[src/rtl/mux_nch_rr_reg.sv]
// mux_nch_rr_reg
//
// N-channel, WIDTH-bit multiplexer with a single registered output stage and
// valid/ready handshakes on every input and on the output. Channel selection
// is either fixed (external sel) or round-robin among the valid channels.
// A new word may be accepted in the same cycle the held word drains, giving
// 1 word/cycle sustained throughput.
//
// Ports:
//   clk        rising-edge clock
//   reset_n    asynchronous active-low reset
//   in_data    packed channel data, channel i at [i*WIDTH +: WIDTH]
//   in_valid   per-channel valid
//   in_ready   per-channel ready (combinational, one-hot or zero)
//   mode       0 = fixed select, 1 = round-robin
//   sel        channel index used in fixed mode
//   out_data   registered selected data
//   out_chan   registered index of the channel that supplied out_data
//   out_valid  output register holds a valid word
//   out_ready  downstream accepts the word

module mux_nch_rr_reg #(
    parameter int WIDTH = 2,
    parameter int NCH   = 4,
    parameter int SELW  = 2
) (
    input  logic                   clk,
    input  logic                   reset_n,
    input  logic [NCH*WIDTH-1:0]   in_data,
    input  logic [NCH-1:0]         in_valid,
    output logic [NCH-1:0]         in_ready,
    input  logic                   mode,
    input  logic [SELW-1:0]        sel,
    output logic [WIDTH-1:0]       out_data,
    output logic [SELW-1:0]        out_chan,
    output logic                   out_valid,
    input  logic                   out_ready
);

    // Every value of a SELW-bit index gets a slot; slots at or above NCH read
    // as "not valid" with zero data, so an out-of-range sel never grants.
    localparam int NPAD = 1 << SELW;

    logic [NPAD-1:0]  valid_pad;
    logic [WIDTH-1:0] data_pad [NPAD];

    logic [SELW-1:0]  ptr_q, ptr_d;
    logic [WIDTH-1:0] out_data_q, out_data_d;
    logic [SELW-1:0]  out_chan_q, out_chan_d;
    logic             out_valid_q, out_valid_d;

    logic [SELW-1:0]  cand_idx [NCH];
    logic [NCH-1:0]   cand_vld;
    logic             rr_found;
    logic [SELW-1:0]  rr_idx;
    logic             fix_found;
    logic             grant_vld;
    logic [SELW-1:0]  grant_idx;
    logic             load_en;
    logic             accept;

    genvar gi;

    generate
        for (gi = 0; gi < NPAD; gi++) begin : g_pad
            if (gi < NCH) begin : g_real
                assign valid_pad[gi] = in_valid[gi];
                assign data_pad[gi]  = in_data[gi*WIDTH +: WIDTH];
            end else begin : g_none
                assign valid_pad[gi] = 1'b0;
                assign data_pad[gi]  = '0;
            end
        end
    endgenerate

    // Candidate gi is channel (ptr + gi) mod NCH. The sum is computed one bit
    // wider so the wrap works for non-power-of-2 NCH.
    generate
        for (gi = 0; gi < NCH; gi++) begin : g_rot
            logic [SELW:0] sum;
            assign sum = {1'b0, ptr_q} + (SELW+1)'(gi);
            assign cand_idx[gi] = (sum >= (SELW+1)'(NCH))
                                ? SELW'(sum - (SELW+1)'(NCH))
                                : sum[SELW-1:0];
            assign cand_vld[gi] = valid_pad[cand_idx[gi]];
        end
    endgenerate

    // First valid candidate wins: scan from the far end so the lowest offset
    // from ptr is the last (winning) assignment.
    always_comb begin
        rr_found = 1'b0;
        rr_idx   = '0;
        for (int k = NCH - 1; k >= 0; k--) begin
            if (cand_vld[k]) begin
                rr_found = 1'b1;
                rr_idx   = cand_idx[k];
            end
        end
    end

    assign fix_found = (int'(sel) < NCH) && valid_pad[sel];
    assign grant_vld = mode ? rr_found : fix_found;
    assign grant_idx = mode ? rr_idx   : sel;

    assign load_en = !out_valid_q || out_ready;
    // reset_n gates acceptance so no input sees ready while reset is held.
    assign accept  = reset_n && load_en && grant_vld;

    generate
        for (gi = 0; gi < NCH; gi++) begin : g_rdy
            assign in_ready[gi] = accept && (grant_idx == SELW'(gi));
        end
    endgenerate

    always_comb begin
        ptr_d       = ptr_q;
        out_data_d  = out_data_q;
        out_chan_d  = out_chan_q;
        out_valid_d = out_valid_q;
        if (accept) begin
            // Load replaces any word draining this cycle: no bubble.
            out_data_d  = data_pad[grant_idx];
            out_chan_d  = grant_idx;
            out_valid_d = 1'b1;
            if (mode) begin
                ptr_d = (grant_idx == SELW'(NCH - 1)) ? '0 : grant_idx + SELW'(1);
            end
        end else if (out_valid_q && out_ready) begin
            // Drain without refill: data/chan hold their last values.
            out_valid_d = 1'b0;
        end
    end

    always_ff @(posedge clk or negedge reset_n) begin
        if (!reset_n) begin
            ptr_q       <= '0;
            out_data_q  <= '0;
            out_chan_q  <= '0;
            out_valid_q <= 1'b0;
        end else begin
            ptr_q       <= ptr_d;
            out_data_q  <= out_data_d;
            out_chan_q  <= out_chan_d;
            out_valid_q <= out_valid_d;
        end
    end

    assign out_data  = out_data_q;
    assign out_chan  = out_chan_q;
    assign out_valid = out_valid_q;

endmodule
[config.mk]
export PLATFORM = sky130hd
export DESIGN_NAME = mux_nch_rr_reg
export DESIGN_NICKNAME = d
export VERILOG_FILES = /design/src/rtl/mux_nch_rr_reg.sv
export SDC_FILE = /design/constraint.sdc
export NUM_CORES = 1
export LEC_CHECK = 0
export BUFFER_PORTS_ARGS = -buffer_cell sky130_fd_sc_hd__buf_2
export CORE_AREA = 2 2 39 41
export CTS_CLUSTER_DIAMETER = 30
export DETAILED_ROUTE_END_ITERATION = 12
export DIE_AREA = 0 0 41 43
export PLACE_DENSITY = 0.69
export SLEW_MARGIN = 20
export SYNTH_ARGS = -nofsm -noshare
export SYNTH_HDL_FRONTEND = slang
export SYNTH_SLANG_ARGS = --single-unit
[constraint.sdc]
create_clock -name clk -period 5.1 [get_ports clk]
set_input_delay 0 -clock clk [delete_from_list [all_inputs] [get_ports clk]]
set_output_delay 0 -clock clk [all_outputs]
set_load 0.02 [all_outputs]
==> impl.org, run 1 <==
** Global routing
- GRT Util Overall :: 18.2%
- The number of global-route vias before repair came to 486.
- Wire length of the first global-routing pass :: 2100 microns
- Entering global routing, the biggest net connects 10 pins.
- Total congestion overflow after global routing :: 0
- Number of antenna violations at the first check in global routing :: 0

** Job
- Across the run, the number of max-cap violations was 0.

** Worst setup path
- Nature of the critical path endpoint :: primary output
- Launching element type of the critical path :: flop
- Data on the critical path is required at its endpoint by 5100 ps.
- Worst Setup Path Type :: flop to primary output
- Crit path DAT :: 2100 ps
- Worst-path maximum fanout :: 8

** Placement
- Including well taps, the total number of placed cells is 104.
- Pre-CTS setup slack :: 3150 ps
- Placed instance area :: 683 sq um
- Count of port buffers added during placement :: 26
- After legalization and detailed placement, the total HPWL measured 1100 microns.
- Gpl congestion :: 0.694

** Finish
- Share of final-layout standard cells stronger than drive strength 1 :: 38.7%
- Layout Nets :: 113
- The library cells used most frequently in the layout, excluding fill and tap cells, are sky130_fd_sc_hd__buf_2, sky130_fd_sc_hd__nand2_1, sky130_fd_sc_hd__nor2_1, sky130_fd_sc_hd__dfrtp_1.
- Number of fillers in the final layout :: 137
- Most common cell after layout, fill and taps aside :: sky130_fd_sc_hd__buf_2
- The repair_antennas step left the layout with diodes totalling 0.
- Multi-input gate area in the final layout :: 339 sq um
- Number of non-filler instances in the completed layout :: 109
- Final Cell Area :: 719 sq um
- Across the whole layout, storage elements account for 175 sq um.
- Area Overhead vs Synth :: 35.0%
- Utilization of the core after routing :: 52.0%

** Die
- Placeable Area :: 1380 sq um
- Num ports :: 27
- Number of standard-cell rows in the floorplan :: 14
- The initial utilization of the core area, before any placement, comes to 38.5%.
- Chip height :: 43 microns
- Measured along the x axis, the die boundary spans 41 microns.
- DIE AREA :: 1760 sq um

** Power
- Pwr Total :: 257 uW
- Total leakage power :: 0.371 nW
- Power spread over the standard cell area amounts to 357 nW/um^2.
- Peak supply drop :: 0.183 mV

** Route
- Dividing the detail-routed wire length by the instance count gives 12.5 microns.
- First-pass DRT Iterations :: 4
- DR DRC count :: 0
- Via Count :: 555
- The detail route stage leaves a number of antenna-violating nets equal to 0.
- Dividing the detail-routed via count by the number of cells gives 5.09.
- The first routing iteration left 11 violations.
- For this block, the routed nets add up to 1370 microns of wire.

** Timing
- The smallest clock period supported by the final layout is computed as 2100 ps.
- Share of the clock period used by the worst path :: 41.2%
- Setup total negative slack :: 0 ps
- Setup slack closes at 3000 ps.
- The final count of pins violating max slew was 0.
- Setup violations remaining at the end of the flow were counted as 0.
- Setup repair after global routing missed its margin :: false
- Measured slew at the worst slew-check pin :: 628 ps
- Worst slew margin relative to its limit :: 57.8%
- Highest achievable clock rate :: 0.476 GHz
- Clock tree skew after final layout :: 1.52 ps
- Final number of hold-violating endpoints :: 0
- Hold slack final :: 24.7 ps

** Clock network
- Clock-pin slew was measured on the worst setup and hold paths at 50 ps.
- The clock passes through at most 2 buffers.
- At the later pin of the worst-skew pair, clock insertion delay measures 240 ps.
- Post-cts sizing count :: 0
- Level count of the clock H-tree :: 1
- The clock drives 7 sinks.
- The tree is rooted in a sky130_fd_sc_hd__clkbuf_4.
- Num CTS Buffers :: 3
- TritonCTS clock tree :: done

** Synthesis
- The Yosys step of the flow raised 0 warnings.
- Portion of the post-synthesis area used by sequential elements :: 32.9%
- Combined area of all synthesized cells :: 533 sq um
- Counting every net in the synthesized netlist gives 81.
- Flip-flop and latch count after synthesis :: 7
- After synthesis, the mean cell area works out to 8.60 sq um.
- After technology mapping, the gate count stands at 62.
- Number of distinct standard cells referenced by the synthesized netlist :: 27

** Min path
- The tightest min-delay check is of the input port to flop type.

** Run status
- The flow ran to the end, and the final reports show no timing, DRC or antenna violations.
what timing repair did:
action	CTS	global route
hold buffers	1	0
hold endpoints to repair	7	0
buffers inserted	0	0
path summary, 6_finish.rpt:
path	end	depth (start not counted)	from	slack, ps
setup / recovery	in_ready[2]	9	ptr_q[1]$_DFFE_PN0P_	3000
hold / removal	out_valid$_DFFE_PN0P_	3	out_ready	20
setup reg to reg	out_data[0]$_DFFE_PN0N_	7	ptr_q[1]$_DFFE_PN0P_	3140
hold reg to reg	out_data[1]$_DFFE_PN0N_	2	out_data[1]$_DFFE_PN0N_	480
max in group asynchronous	out_chan[1]$_DFFE_PN0N_	2	reset_n	4800
min in group asynchronous	out_valid$_DFFE_PN0P_	2	reset_n	150
per-layer routing:
metal	vias to the layer above	share of wire, %	routed length [microns]	GRT usage [%]
met2	15	49	666	24.1
met4	0	0	0	10.0
met3	0	4.2	57	4.71
li1	290	-	-	-
met5	-	0	0	0
met1	250	47	644	26.1
where the power goes:
part	internal, mW	leakage, nW	switching, mW
Clock	0.0296	0.0150	0.0171
Combinational	0.0491	0.270	0.0722
Sequential	0.0730	0.0860	0.0155
synth_stat cells (all sizes together):
cell type / number / area (sq um)
a31oi: 2 / 12.5
a311o: 1 / 10.0
o311ai: 1 / 8.76
mux4: 1 / 22.5
nor4: 1 / 6.26
a31o: 1 / 8.76
mux2i: 4 / 40.0
dfrtp: 7 / 175
or3: 1 / 6.26
a21oi: 2 / 10.0
or2b: 1 / 8.76
nand2b: 2 / 12.5
o211a: 1 / 10.0
o221ai: 2 / 30.0
o22ai: 1 / 6.26
nor2: 7 / 26.3
o21ai: 4 / 20.0
a2111oi: 1 / 15.0
ha: 1 / 12.5
nor2b: 1 / 6.26
inv: 5 / 18.8
a21boi: 1 / 7.51
nand3: 1 / 5.00
nand2: 12 / 45.0
or2: 1 / 8.76
flip-flops by register name (all words and copies together), names as in the netlist:
signal	flops
out_data	2
out_valid	1
ptr_q	2
out_chan	2
kinds of logic (layout without fill, tap and decap cells):
family                   count (synthesis)  after routing  share of synthesized area [%]
buffers and inverters                    5             36                           3.52
AND/OR/NAND/NOR                         27             27                           23.5
flip-flops                               7              7                           32.9
multiplexers                             5              5                           11.7
AO/OA/AOI/OAI                           17             17                           26.1
adder cells (fa/ha/maj)                  1              1                           2.35
worst max-delay path, cell delays in order (launching register included):
cell and delay [ps]:
sky130_fd_sc_hd__dfrtp_1 460, sky130_fd_sc_hd__nand2_1 110, sky130_fd_sc_hd__or3_1 310, sky130_fd_sc_hd__a31oi_1 180
sky130_fd_sc_hd__o22ai_1 160, sky130_fd_sc_hd__inv_2 190, sky130_fd_sc_hd__ha_1 170, sky130_fd_sc_hd__inv_1 40
sky130_fd_sc_hd__nor2_1 80, sky130_fd_sc_hd__buf_2 180
area by class of cell:
type | count | area share [%]
multi-input cells | 50 | 47.1
flip-flops and latches | 7 | 24.3
repair buffers | 27 | 19.5
clock buffers | 4 | 3.65
well taps | 16 | 2.78
inverters | 5 | 2.61
Note: power is estimated with default switching activity, not from simulation.
==> inputs of run 2 (changes only) <==
==> constraint.sdc (replaced) <==
create_clock -name clk -period 2.05 [get_ports clk]
set_input_delay 0 -clock clk [delete_from_list [all_inputs] [get_ports clk]]
set_output_delay 0 -clock clk [all_outputs]
set_load 0.02 [all_outputs]
==> impl.org, run 2 (synthesized netlist as in run 1, its figures left out) <==
** Run status
- The run finished with clean final reports.

** Die
- Initial Util :: 38.5% (unchanged)
- The horizontal die dimension was 41 microns (unchanged).
- Num ports :: 27 (unchanged)
- Number of standard-cell rows in the floorplan :: 14 (unchanged)
- The die area was 1760 sq um (unchanged).
- Chip height :: 43 microns (unchanged)
- The placeable core area is 1380 sq um (unchanged).

** Placement
- The number of instances in the placed design came to 105 (+0.96%).
- Placed instance area :: 691 sq um (+1.1%)
- The count of input and output buffers is 26 (unchanged).
- The HPWL after detailed placement was 987 microns (-11%).
- Gpl congestion :: 0.695 (+0.12%)

** Timing
- Final setup violating endpoints :: 0 (unchanged)
- Timing would allow up to 0.512 GHz.
- The largest clock skew in the final design is 1.67 ps (+0.159 ps).
- Worst slew margin relative to its limit :: 79.7% (+22 points)
- After layout, the worst path uses 95.2% of the clock period.
- Final number of hold-violating endpoints :: 0 (unchanged)
- Max-slew violation count :: 0 (unchanged)
- The smallest clock period supported by the final layout is computed as 1950 ps.
- The actual slew at the worst max-slew pin came to 300 ps (-328 ps).

** Global routing
- Number of global-route vias before repair :: 471 (-3.1%)
- The aggregate global-route resource usage came to 16.7% (-1.5 points).
- The global-route wire length before repair was 1970 microns (-5.9%).
- The largest net degree at the start of global routing was 9 (-1).
- Total congestion overflow after global routing :: 0 (unchanged)
- Number of antenna violations at the first check in global routing :: 0 (unchanged)

** Worst setup path
- Length in cells of the worst reg-to-reg path :: 8 (+1)
- Crit path required time :: 2050 ps (-3050 ps)
- Walking the worst path, the cells encountered are nand2b_4 -> a21oi_1 -> a311o_1 -> a31o_1 -> or2_4 -> nor2_1 -> buf_4.
- The worst setup path is launched from a flop.
- Worst path buffer plus inverter count :: 1 (-2)
- Launching instance or port of the critical path :: ptr_q[1]$_DFFE_PN0P_
- Worst path top cell family by delay :: compound AO/OA/AOI/OAI gates
- The most critical setup path has its endpoint at in_ready[1].
- The startpoint identified for the worst register-to-register timing path is ptr_q[0]$_DFFE_PN0P_.
- Worst Setup Path Type :: flop to primary output
- Worst setup slack for register-to-register paths :: 110 ps (-3030 ps)
- Worst-path maximum fanout :: 7 (-1)
- The largest individual stage delay along the critical path comes from the cell sky130_fd_sc_hd__dfrtp_2.
- Total stage count of the critical path :: 7 (-2)
- Crit path DAT :: 1950 ps (-150 ps)
- The delay of the slowest cell on the worst path came to 410 ps (-50 ps).
- The worst setup path is captured at a primary output.
- Reg2Reg Capture Point :: out_data[0]$_DFFE_PN0N_

** Finish
- The number of nets in the layout was 116 (+2.7%).
- Commonest cells after routing, fill and taps aside :: sky130_fd_sc_hd__buf_2, sky130_fd_sc_hd__nand2_1, sky130_fd_sc_hd__nor2_1
- Area Overhead vs Synth :: 43.7%
- Most common cell after layout, fill and taps aside :: sky130_fd_sc_hd__buf_2
- The antenna cell count is 0 (unchanged).
- The fraction of layout instances using a drive strength above 1 came to 44.8% (+6.1 points).
- The number of non-filler instances in the completed layout came to 112 (+2.8%).
- Final Cell Area :: 766 sq um (+6.4%)
- The fraction of the core area covered by cells at the end of the flow is 55.3% (+3.3 points).
- The filler cell count in the final layout is 123 (-10%).

** Clock network
- The clock edge transition at the registers on the reported setup and hold paths was 50 ps (about the same).
- The clock insertion delay at the later pin of the skew report came to 240 ps (about the same).
- TritonCTS clock tree :: done
- Bufs on Longest Clock Path :: 2 (unchanged)
- TritonCTS sink count :: 7 (unchanged)
- The H-tree depth reported by CTS is 1 (unchanged).
- The CTS buffer count came to 3 (unchanged).
- The tree is rooted in a sky130_fd_sc_hd__clkbuf_4.

** Power
- The cell leakage power came to 0.389 nW (+5.0%).
- Peak supply drop :: 0.477 mV (+160%)
- Total power divided by cell area :: 884 nW/um^2 (+150%)
- The total design power was 677 uW (+160%).

** Route
- Via count normalized by instance count :: 5.05 (-0.75%)
- The number of nets with antenna violations after routing was 0 (unchanged).
- DR DRC count :: 0 (unchanged)
- The routed wire length was 1370 microns (+0.29%).
- The vias after detailed routing was 566 (+2.0%).
- The DRC marker count from the first detailed-route iteration is 13 (+2).
- The average wire length per cell after detail routing came to 12.2 microns (-2.4%).
- First-pass DRT Iterations :: 4 (unchanged)

** Job
- Max capacitance violation total :: 0 (unchanged)

** Min path
- Type of the most critical hold path :: input port to flop
- Number of cells on the worst hold path :: 3 (unchanged)
run 2: layout make-up:
type / count / area [sq um] / share of cell area (%)
repair buffers: 30 / 168 / 21.9
flip-flops and latches: 7 / 176 / 23.0
clock buffers: 4 / 26.3 / 3.43
well taps: 16 / 20.0 / 2.61
multi-input cells: 50 / 357 / 46.6
inverters: 5 / 18.8 / 2.45
run 2: what timing repair did:
item	4_1_cts	5_1_grt
endpoints found under the hold margin	7	0
buffers inserted	1	1
endpoints found under the setup margin	1	6
resized for setup	0	7
gates cloned	0	0
pin swaps	0	1
hold buffers	1	0
run 2: worst register-to-register path, stage by stage, from the launching register on:
cell                       delay [ps]
sky130_fd_sc_hd__dfrtp_1          400
sky130_fd_sc_hd__inv_1            100
sky130_fd_sc_hd__or3_1            340
sky130_fd_sc_hd__a31oi_1          180
sky130_fd_sc_hd__o22ai_2          130
sky130_fd_sc_hd__inv_2            100
sky130_fd_sc_hd__buf_4            160
sky130_fd_sc_hd__mux2i_1          270
sky130_fd_sc_hd__o221ai_2         120
run 2: per-layer routing:
metal  GRT usage (%)  wire, microns  share of wire (%)
met1            23.1            610                 44
met2            23.8            683                 50
met3            3.66             69                5.0
met4            8.00              8               0.58
met5               0              0                  0
run 2: through the flow:
| stage | setup WS, ps | hold WS [ps] | setup TNS [ps] |
|---|---|---|---|
| final | 98.7 | 27.0 | 0 |
| after global routing | -8.68 | 44.6 | -8.68 |
| after CTS | 14.7 | 16.8 | 0 |
| after detailed placement | 142 | -157 | 0 |
| after global placement | 152 | -160 | 0 |
| after floorplan | 329 | -296 | 0 |
run 2: power breakdown:
group / leakage [nW] / internal, mW / switching (mW) / total [mW]
Combinational: 0.289 / 0.152 / 0.190 / 0.342
Clock: 0.0150 / 0.0737 / 0.0425 / 0.116
Sequential: 0.0848 / 0.183 / 0.0357 / 0.219
run 2: worst min path at each step:
| stage | start | endpoint | slack (ps) |
|---|---|---|---|
| 3_5_place_dp | reset_n | out_data[1]$_DFFE_PN0N_ | -160 |
| 5_1_grt | out_ready | out_valid$_DFFE_PN0P_ | 40 |
| 3_3_place_gp | reset_n | out_data[0]$_DFFE_PN0N_ | -160 |
| 6_report | out_ready | out_valid$_DFFE_PN0P_ | 30 |
| 2_1_floorplan | reset_n | out_chan[0]$_DFFE_PN0N_ | -300 |
| 4_1_cts | out_ready | out_valid$_DFFE_PN0P_ | 20 |
==> inputs of run 3 (changes only) <==
--- a/config.mk
+++ b/config.mk
@@ -10,6 +10,7 @@
 export CTS_CLUSTER_DIAMETER = 30
 export DETAILED_ROUTE_END_ITERATION = 12
 export DIE_AREA = 0 0 41 43
+export HOLD_SLACK_MARGIN = 0.05
 export PLACE_DENSITY = 0.69
 export SLEW_MARGIN = 20
 export SYNTH_ARGS = -nofsm -noshare
==> impl.org, run 3 (synthesized netlist as in run 1, its figures left out) <==
** Clock network
- The maximum clock insertion buffer count is 2 (unchanged).
- Clock transition at the register clock pins on the worst setup and hold paths after CTS :: 50 ps (about the same)
- The CTS buffer count was 3 (unchanged).
- The number of clock sinks came to 7 (unchanged).
- The H-tree depth reported by CTS came to 1 (unchanged).
- TritonCTS built the clock tree.
- Worst-skew pair later-pin latency :: 240 ps (about the same)
- The cell sitting at the root of the clock tree is a sky130_fd_sc_hd__clkbuf_4.

** Global routing
- The aggregate global-route resource usage is 16.7% (unchanged).
- The residual overflow from global routing was 0 (unchanged).
- The global-route wire length before repair was 1970 microns (unchanged).
- The initial antenna violation count is 0 (unchanged).
- The number of global-route vias before repair is 471 (unchanged).
- Maximum number of pins on one net before global-route repair :: 9 (unchanged)

** Placement
- Pre-CTS setup slack :: 142 ps (unchanged)
- Post-DP HPWL :: 987 microns (unchanged)
- Placed instance area :: 691 sq um (unchanged)
- Count of port buffers added during placement :: 26 (unchanged)
- The global placement routability congestion came to 0.695 (unchanged).

** Worst setup path
- Crit path required time :: 2050 ps (about the same)
- Launching element type of the critical path :: flop
- The delay of the slowest cell on the worst path was 410 ps (about the same).
- The slowest stage of the critical path belongs to the cell sky130_fd_sc_hd__dfrtp_2.
- Worst setup slack for register-to-register paths :: 110 ps (about the same)
- The signal on the critical path passes through nand2b_4 -> a21oi_1 -> a311o_1 -> a31o_1 -> or2_4 -> nor2_1 -> buf_4.
- Crit path DAT :: 1950 ps (about the same)
- Worst path buffer plus inverter count :: 1 (unchanged)
- Worst-path maximum fanout :: 7 (unchanged)
- The worst setup path is of the flop to primary output kind.
- The worst setup path is captured at a primary output.
- On the critical path the largest part of the delay comes from compound AO/OA/AOI/OAI gates.

** Timing
- Max-slew violation count :: 0 (unchanged)
- Worst slew margin relative to its limit :: 79.7% (unchanged)
- Setup slack after layout :: 98.8 ps (+0.0291 ps)
- The actual slew at the worst max-slew pin was 300 ps (unchanged).
- Final setup violating endpoints :: 0 (unchanged)
- Share of the clock period used by the worst path :: 95.2% (about the same)
- The sum of negative setup slack is 0 ps (unchanged).
- The minimum clock period after layout came to 1950 ps (-0.0291 ps).
- Final number of hold-violating endpoints :: 0 (unchanged)
- The largest clock skew in the final design is 1.67 ps (-0.0000800 ps).
- The highest attainable clock frequency came to 0.512 GHz (about the same).

** Power
- The power share of the clock group is 17.1% (about the same).
- The share of total power in combinational logic came to 50.6% (about the same).
- The switching share of total power was 39.5% (-0.058 points).
- The total design power was 678 uW (+0.20%).
- The maximum VDD drop came to 0.477 mV (about the same).
- The share of total power in sequential cells was 32.3% (about the same).
- The switching power is 268 uW (about the same).
- The cell leakage power is 0.393 nW (+1.1%).
- Cell internal pwr :: 410 uW (+0.30%)
- Total power divided by cell area :: 874 nW/um^2 (-1.1%)

** Finish
- Number of fillers in the final layout :: 122 (-0.81%)
- The fraction of the core area covered by cells at the end of the flow came to 56.1% (+0.72 points).
- Commonest cells after routing, fill and taps aside :: sky130_fd_sc_hd__buf_2, sky130_fd_sc_hd__nand2_1, sky130_fd_sc_hd__nor2_1
- The number of nets in the layout was 117 (+0.86%).
- The antenna cell count came to 0 (unchanged).
- Final Cell Area :: 776 sq um (+1.3%)
- Leaving out fill and tap cells, the most frequent cell in the layout is sky130_fd_sc_hd__buf_2.
- Area Overhead vs Synth :: 45.5%
- Share of final-layout standard cells stronger than drive strength 1 :: 44.3% (-0.46 points)

** Die
- The horizontal die dimension was 41 microns (unchanged).
- Chip height :: 43 microns (unchanged)
- The I/O pin count is 27 (unchanged).
- Initial Util :: 38.5% (unchanged)
- The count of standard-cell rows is 14 (unchanged).
- The die area was 1760 sq um (unchanged).
- The placeable core area is 1380 sq um (unchanged).

** Route
- The number of nets with antenna violations after routing is 0 (unchanged).
- The mean number of vias per cell came to 5.04 (-0.18%).
- Violation count after the first detailed-routing iteration :: 13 (unchanged)
- Via Count :: 570 (+0.71%)
- The average wire length per cell after detail routing was 12.1 microns (-0.88%).
- The count of TritonRoute iterations in the first routing pass came to 4 (unchanged).
- The final routed DRC violation total was 0 (unchanged).
- Final Routed Wirelength :: 1370 microns (unchanged)

** Run status
- Outcome :: finished, final reports clean

** Job
- Max capacitance violation total :: 0 (unchanged)

** Min path
- The min-delay analysis places its worst path in the category input port to flop.
==> run 3: cell types whose count changed in the layout (fill, tap and decap cells not counted), sizes merged <==
cell,delta
dlygate4sd3,+1
==> run 3: layout make-up <==
class / count / area (sq um) / area share [%]
well taps: 16 / 20.0 / 2.58
flip-flops and latches: 7 / 176 / 22.7
inverters: 5 / 18.8 / 2.42
repair buffers: 31 / 178 / 22.9
clock buffers: 4 / 26.3 / 3.39
multi-input cells: 50 / 357 / 46.0
==> run 3: repair_timing <==
action | CTS | global route
setup endpoints to repair | 1 | 6
resized for setup | 0 | 7
setup buffers | 1 | 1
gates cloned | 0 | 0
hold buffers | 2 | 0
endpoints found under the hold margin | 8 | 0
pin swaps | 0 | 1
==> run 3: per-stage QoR <==
| step | hold slack, ps | cells |
|---|---|---|
| 2_1_floorplan | -296 | 62 |
| 3_3_place_gp | -160 | 105 |
| 3_5_place_dp | -157 | 105 |
| 4_1_cts | 99.1 | 112 |
| 5_1_grt | 114 | 113 |
| 6_report | 105 | 113 |
==> run 3: worst paths after layout <==
kind	start	depth (start not counted)	to
worst min register to register	out_chan[0]$_DFFE_PN0N_	2	out_chan[0]$_DFFE_PN0N_
worst min-delay path	in_data[3]	3	out_data[1]$_DFFE_PN0N_
worst max register to register	ptr_q[0]$_DFFE_PN0P_	8	out_data[0]$_DFFE_PN0N_
worst max-delay path	ptr_q[1]$_DFFE_PN0P_	7	in_ready[1]
min in group asynchronous	reset_n	2	out_valid$_DFFE_PN0P_
max in group asynchronous	reset_n	2	ptr_q[1]$_DFFE_PN0P_
==> run 3: worst min-delay path, stage by stage <==
cell,delay (ps)
sky130_fd_sc_hd__buf_2,70
sky130_fd_sc_hd__mux2i_1,70
sky130_fd_sc_hd__o221ai_2,170
==> run 3: routing by layer <==
layer,wire (microns),GRT usage (%)
met1,612,23.1
met2,684,23.8
met3,67,3.66
met4,8,8.00
met5,0,0
==> run 3: power by group through the flow <==
stage	sequential (mW)	combinational, mW	clock [mW]
after floorplan	0.252	0.170	0
after global placement	0.219	0.299	0
after detailed placement	0.219	0.301	0
after CTS	0.217	0.312	0.124
after global routing	0.226	0.375	0.129
final	0.219	0.343	0.116
